<file path="src/rtl/iter_shift_32.sv">
// Multi-cycle shifter: one bit position per clock for SLL/SRL/SRA/ROR,
// with a start/busy/done handshake and a held result register.
module iter_shift_32 #(
  parameter int unsigned WIDTH   = 32,
  parameter int unsigned SHAMT_W = 5
) (
  input  logic               clk,
  input  logic               rst,
  input  logic               start,
  input  logic [1:0]         op,
  input  logic [WIDTH-1:0]   num,
  input  logic [SHAMT_W-1:0] shamt,
  output logic               busy,
  output logic               done,
  output logic [WIDTH-1:0]   result
);

  localparam logic [1:0] OP_SLL = 2'b00;
  localparam logic [1:0] OP_SRL = 2'b01;
  localparam logic [1:0] OP_SRA = 2'b10;
  localparam logic [1:0] OP_ROR = 2'b11;

  typedef enum logic [1:0] {
    IDLE  = 2'b00,
    SHIFT = 2'b01,
    FIN   = 2'b10
  } state_t;

  state_t               state;
  logic [WIDTH-1:0]     work;
  logic [SHAMT_W-1:0]   cnt;
  logic [1:0]           op_q;
  logic [WIDTH-1:0]     work_step_c;

  // Single-position move of the live work register; SRA reads its current MSB.
  always_comb begin
    work_step_c = work;
    case (op_q)
      OP_SLL:  work_step_c = {work[WIDTH-2:0], 1'b0};
      OP_SRL:  work_step_c = {1'b0, work[WIDTH-1:1]};
      OP_SRA:  work_step_c = {work[WIDTH-1], work[WIDTH-1:1]};
      OP_ROR:  work_step_c = {work[0], work[WIDTH-1:1]};
      default: work_step_c = work;
    endcase
  end

  always_ff @(posedge clk) begin
    if (rst) begin
      state  <= IDLE;
      busy   <= 1'b0;
      done   <= 1'b0;
      result <= '0;
      cnt    <= '0;
      work   <= '0;
      op_q   <= OP_SLL;
    end else begin
      done <= 1'b0;
      case (state)
        // FIN also accepts, so back-to-back operations have no idle gap.
        IDLE, FIN: begin
          if (start) begin
            work <= num;
            cnt  <= shamt;
            op_q <= op;
            if (shamt == '0) begin
              state  <= FIN;
              busy   <= 1'b0;
              done   <= 1'b1;
              result <= num;
            end else begin
              state <= SHIFT;
              busy  <= 1'b1;
            end
          end else begin
            state <= IDLE;
            busy  <= 1'b0;
          end
        end
        SHIFT: begin
          work <= work_step_c;
          cnt  <= cnt - SHAMT_W'(1);
          if (cnt == SHAMT_W'(1)) begin
            state  <= FIN;
            busy   <= 1'b0;
            done   <= 1'b1;
            result <= work_step_c;
          end
        end
        default: begin
          state <= IDLE;
          busy  <= 1'b0;
        end
      endcase
    end
  end

endmodule

</file>
<file path="config.mk">
export PLATFORM = sky130hd
export DESIGN_NAME = iter_shift_32
export DESIGN_NICKNAME = d
export VERILOG_FILES = /design/src/rtl/iter_shift_32.sv
export SDC_FILE = /design/constraint.sdc
export NUM_CORES = 1
export LEC_CHECK = 0
export BUFFER_PORTS_ARGS = -buffer_cell sky130_fd_sc_hd__buf_2
export CAP_MARGIN = 25
export CORE_MARGIN = 3
export CORE_UTILIZATION = 29
export DETAILED_ROUTE_END_ITERATION = 12
export PLACE_DENSITY = 0.55
export SYNTH_ARGS = -nofsm -noshare
export SYNTH_HDL_FRONTEND = slang
export SYNTH_SLANG_ARGS = --single-unit
</file>
<file path="constraint.sdc">
create_clock -name clk -period 2.6 [get_ports clk]
set_clock_uncertainty 0.1 [all_clocks]
set_input_delay 0.26 -clock clk [delete_from_list [all_inputs] [get_ports clk]]
set_output_delay 0.26 -clock clk [all_outputs]
set_load 0.005 [all_outputs]
</file>
==> flow_metrics.py, run 1 <==
metrics = {
    "finish": {
        "drive_gt1_frac": 0.304,
        "final_cells": 527,
        "antenna_cells": 0,
        "fillerInstances": 1068,
        "final_area_um2": 3840,
        "fin_util": 0.369,
        "area_growth_pct": 22.2,
        "layout.nets": 430,
    },
    "global_route": {
        "grt-ovfl-total": 0,
        "track_usage": 0.135,
        "grt_pass1_wl_mm": 12.7,
        "grt_pass1_vias": 2569,
        "antenna_found_initial": 0,
        "grt_max_degree": 33,
    },
    "routing": {
        "post_drt_wl_per_cell_um": 15.0,
        "viasPerCell": 4.97,
        "drc": 0,
        "drt-initial-drc-count": 134,
        "vias": 2620,
        "dr.pass1.iters": 4,
        "wirelength_mm": 7.93,
        "ant_nets": 0,
    },
    "clock_tree": {
        "clk_pin_slew_worst_paths_ps": 80,
        "cts-root-buf": "clkbuf_8",
        "postCtsHoldBufs": 0,
        "post_cts_buffers": 0,
        "htreeDepth": 3,
        "ctsResizeCount": 0,
        "tritoncts": "built",
        "cts_sinks": 75,
        "clock_path_buffers": 2,
        "cts_made_buffers": 9,
        "worstSkewPairLatency_ps": 340,
    },
    "sta": {
        "period_share": 0.780,
        "worstMarginPinSlew_ps": 581,
        "slew_viol_final": 0,
        "rsz0062_at_grt": "no",
        "setup_viol_count_final": 0,
        "timing.final.crit_period_ps": 2030,
        "max-slew-margin-rel": 0.611,
        "tns_ps": 0,
        "hold_viol": 0,
        "fmax_mhz": 493,
    },
    "min_path": {
        "holdCritPathClass": "in -> reg",
    },
    "power_and_ir_drop": {
        "cellLeakagePower_nw": 1.82,
        "power_w": 0.00260,
        "power.density_nw_per_um2": 677,
        "vdd_drop_max_mv": 0.329,
    },
    "die": {
        "core_region_area_um2": 10400,
        "io_pins": 76,
        "rows": 37,
        "die_h_um": 110,
        "dieArea_um2": 12100,
        "die_w_um": 110,
        "initial_utilization": 0.302,
    },
    "place": {
        "place_area_um2": 3640,
        "gp_congestion": 0.767,
        "port_buffers": 75,
        "dpl.cell_count": 511,
        "hpwl_mm": 5.54,
    },
    "synth": {
        "synthCells": 318,
        "yosysTopAreaCell": "dfxtp_1",
        "synth-seq-cells": 75,
        "avgSynthCellArea_um2": 9.89,
        "synth_adder_area_share": 0.00796,
        "synth_compound_area_frac": 0.264,
        "async_flop_share": 0,
        "synthMuxAreaShare": 0.105,
        "netlist_top_cells_count": "dfxtp_1, a22o_1, nand2_1",
        "synth_top_area_frac": 0.478,
        "synth-seq-area-share": 0.478,
        "syn_area_um2": 3140,
        "synthSimpleGateAreaFrac": 0.0955,
        "synthTopCellsByArea": "dfxtp_1, a22o_1, mux2i_1, o21ai_0, nand2_1",
        "ys_types": 35,
        "synth_top_family_by_area": "compound AO/OA/AOI/OAI gates",
        "synth_xor_area_frac": 0,
        "synthesis.nets": 362,
        "ys.flop_type": "dfxtp_1",
        "synth-edff-count": 0,
        "synth_most_common_cell": "dfxtp_1",
        "yosys_warnings": 0,
    },
    "outcome": {
        "status": "complete, no violations",
    },
    "critical_path": {
        "cp_max_fo": 31,
        "start_kind": "register",
        "path_class": "reg -> reg",
        "end_kind": "register",
        "regToRegSetupSlack_ps": 570,
        "arrival_ps": 2210,
        "cp.required_ps": 2790,
    },
    "run": {
        "maxCapViolations": 0,
    },
}
## kinds of logic after synthesis
kind of cell,Yosys count
compound gates,110
flops,75
simple gates,68
mux,33
buf+inv,30
fa+ha+maj,2
## per-stage QoR
stage | worst slack (ps) | hold WS, ps
floorplan | 737 | 307
global placement | 637 | 359
detailed placement | 593 | 361
CTS | 571 | 35.0
global route | 477 | 72.1
finish | 573 | 52.0
## per-layer routing
layer	GRT usage	wire length, um
met3	0.0355	496
met2	0.205	3570
met1	0.180	3750
met4	0.0589	118
met5	0	0
## registers in the layout (all words and copies together) (netlist names)
signal  count
state       2
cnt         5
op_q        2
work       32
result     32
done        1
busy        1
## path summary, 6_finish.rpt
path                          start                      end  cells after the start
max reg2reg     cnt[0]$_SDFFE_PP0P_  result[30]$_SDFFE_PP0P_                      6
min reg2reg  result[2]$_SDFFE_PP0P_   result[2]$_SDFFE_PP0P_                      1
min                           op[1]     op_q[1]$_SDFFE_PP0P_                      3
max             cnt[0]$_SDFFE_PP0P_  result[30]$_SDFFE_PP0P_                      6
## placed cells by master, fill, tap and decap left out, types with 2 or more instances in the layout
cell type / synthesis / routed
buf_4: 0 / 8
nor3_2: 0 / 2
ha_1: 2 / 2
nand3_1: 2 / 2
nand2_1: 35 / 35
nor2b_1: 2 / 2
o21ai_0: 34 / 34
nor3_1: 8 / 6
clkinv_4: 1 / 3
clkbuf_8: 0 / 10
a22o_2: 12 / 12
clkinvlp_4: 0 / 2
buf_2: 3 / 75
mux2i_1: 32 / 32
nor2_1: 14 / 12
a22o_1: 48 / 48
dfxtp_1: 75 / 75
a221oi_1: 3 / 3
a21oi_1: 4 / 4
inv_1: 3 / 3
## layout make-up
cell class	count	area [um2]	share of cell area
clock inverter	5	62.6	0.0163
inverter	4	20.0	0.00521
multi-input combinational	213	1510	0.393
clock buffer	11	141	0.0368
tap	136	170	0.0443
timing repair buffer	83	435	0.113
sequential	75	1500	0.391
## worst max-delay path: stages (launching register included)
cell and delay, ps:
dfxtp_1 400, ha_1 160, or4b_4 470, or2_1 240, a21o_2 230, clkinv_4 200, a22o_2 180
## power by group
part           switching (W)  internal [W]
sequential         0.0000618       0.00123
clock               0.000432      0.000473
combinational       0.000227      0.000182
total               0.000720       0.00188
Note: power is estimated with default switching activity, not from simulation.
==> inputs of run 2 (changes only) <==
--- a/config.mk
+++ b/config.mk
@@ -10,7 +10,7 @@
 export CORE_MARGIN = 3
 export CORE_UTILIZATION = 29
 export DETAILED_ROUTE_END_ITERATION = 12
-export PLACE_DENSITY = 0.55
+export PLACE_DENSITY = 0.56
 export SYNTH_ARGS = -nofsm -noshare
 export SYNTH_HDL_FRONTEND = slang
 export SYNTH_SLANG_ARGS = --single-unit
==> constraint.sdc (replaced) <==
create_clock -name clk -period 1.75 [get_ports clk]
set_clock_uncertainty 0.1 [all_clocks]
set_input_delay 0.175 -clock clk [delete_from_list [all_inputs] [get_ports clk]]
set_output_delay 0.175 -clock clk [all_outputs]
set_load 0.005 [all_outputs]
==> run 2 against run 1 <==
Net effect:
- the flow now finishes with violations (setup timing)
- non-clock buffer count is 21 higher
- via count is 1.9% higher
- clock power is 52% higher
- largest cell class unchanged
- critical path type unchanged
- die area stayed put
- flip-flop and latch count stayed put
- critical endpoint is now result[31]$_SDFFE_PP0P_
- cell count is 4.2% higher
- sequential share of layout area is 3.0 points lower
==> flow_metrics.py, run 2 (same netlist as run 1, synthesis figures left out) <==
metrics = {
    "finish": {
        "area_growth_pct": 32.7,
        "final_common_cell": "buf_2",
        "layout_common_cells": "buf_2, dfxtp_1, a22o_1",
        "antenna_cells": 0,
        "final_cells": 549,
        "drive_gt1_frac": 0.349,
        "layout.nets": 452,
        "reg_top3": "result (32), work (32), cnt (5)",
    },
    "power_and_ir_drop": {
        "vdd_drop_max_mv": 0.361,
        "power_w": 0.00401,
        "power.density_nw_per_um2": 962,
        "cellLeakagePower_nw": 1.98,
    },
    "sta": {
        "timing.final.crit_period_ps": 1920,
        "tns_ps": -4860,
        "setup_viol_count_final": 34,
        "hold_viol": 0,
        "max-slew-margin-rel": 0.673,
        "whs_ps": 40.2,
        "worstMarginPinSlew_ps": 486,
        "fmax_mhz": 521,
        "setup_slack_ps": -169,
        "rsz0062_at_grt": "yes",
        "period_share": 1.10,
        "slew_viol_final": 0,
    },
    "routing": {
        "viasPerCell": 4.86,
        "vias": 2669,
        "ant_nets": 0,
        "post_drt_wl_per_cell_um": 14.9,
        "drt-initial-drc-count": 134,
        "drc": 0,
        "wirelength_mm": 8.17,
        "dr.pass1.iters": 5,
    },
    "die": {
        "die_h_um": 110,
        "core_region_area_um2": 10400,
        "rows": 37,
        "initial_utilization": 0.302,
        "io_pins": 76,
        "die_w_um": 110,
        "dieArea_um2": 12100,
    },
    "critical_path": {
        "cp.required_ps": 1930,
        "arrival_ps": 2100,
        "cp_max_fo": 3,
        "regToRegSetupSlack_ps": -170,
        "path_class": "reg -> reg",
        "start_kind": "register",
        "end_kind": "register",
    },
    "clock_tree": {
        "clk_pin_slew_worst_paths_ps": 90,
        "cts-root-buf": "clkbuf_8",
        "cts_sinks": 75,
        "cts_made_buffers": 9,
        "tritoncts": "built",
        "worstSkewPairLatency_ps": 350,
        "htreeDepth": 3,
        "clock_path_buffers": 2,
    },
    "place": {
        "port_buffers": 75,
        "dpl.cell_count": 526,
        "gp_congestion": 0.751,
        "hpwl_mm": 5.56,
    },
    "global_route": {
        "grt_pass1_vias": 2693,
        "track_usage": 0.137,
        "grt-ovfl-total": 0,
        "antenna_found_initial": 0,
        "grt_pass1_wl_mm": 13.3,
        "grt_max_degree": 35,
    },
    "outcome": {
        "violations": "setup timing",
        "status": "complete, but fails checks",
    },
    "run": {
        "maxCapViolations": 0,
    },
    "min_path": {
        "holdCritPathClass": "in -> reg",
    },
}
-- run 2: critical path, stage by stage, from the launching register on --
cell,delay (ps)
dfxtp_2,330
inv_2,70
ha_4,110
or4b_4,460
or2_4,250
a21o_4,270
buf_6,140
o2bb2ai_4,110
-- run 2: area by class of cell --
class | instances | area [um2]
repair buffers | 104 | 684
clock buffers | 10 | 138
clock inverters | 6 | 72.6
repair inverters | 1 | 11.3
well taps | 136 | 170
multi-input cells | 213 | 1560
fillers | 1064 | 6240
flip-flops and latches | 75 | 1500
inverters | 4 | 27.5
-- run 2: layer usage --
metal / wire (um) / track usage / vias up
li1: - / - / 1361
met1: 3900 / 0.185 / 1236
met2: 3650 / 0.213 / 61
met3: 509 / 0.0355 / 11
met4: 107 / 0.0449 / 0
met5: 0 / 0 / -
-- run 2: what timing repair did --
action                                  4_1_cts  5_1_grt
endpoints found under the hold margin         5        0
hold buffers                                  5        0
resized for setup                             6        7
endpoints found under the setup margin       34       34
gates cloned                                  0        1
pin swaps                                     0        1
buffers inserted                              0        1
-- run 2: path summary, 6_finish.rpt --
kind,from,to,cells after the start
worst min register to register,busy$_SDFFE_PP0P_,busy$_SDFFE_PP0P_,2
worst max-delay path,cnt[1]$_SDFFE_PP0P_,result[31]$_SDFFE_PP0P_,7
worst min-delay path,shamt[3],cnt[3]$_SDFFE_PP0P_,3
worst max register to register,cnt[1]$_SDFFE_PP0P_,result[31]$_SDFFE_PP0P_,7
-- run 2: power by group --
part	internal [W]	switching, W
sequential	0.00182	0.0000873
clock	0.000710	0.000670
combinational	0.000353	0.000371
total	0.00289	0.00113
-- run 2: per-stage QoR --
stage	setup slack, ps	util	instance area (um2)
CTS	-143	0.395	4110
finish	-169	0.400	4170
global route	-219	0.400	4170
floorplan	-92.0	-	3150
detailed placement	-209	0.367	3830
global placement	-168	0.367	3830
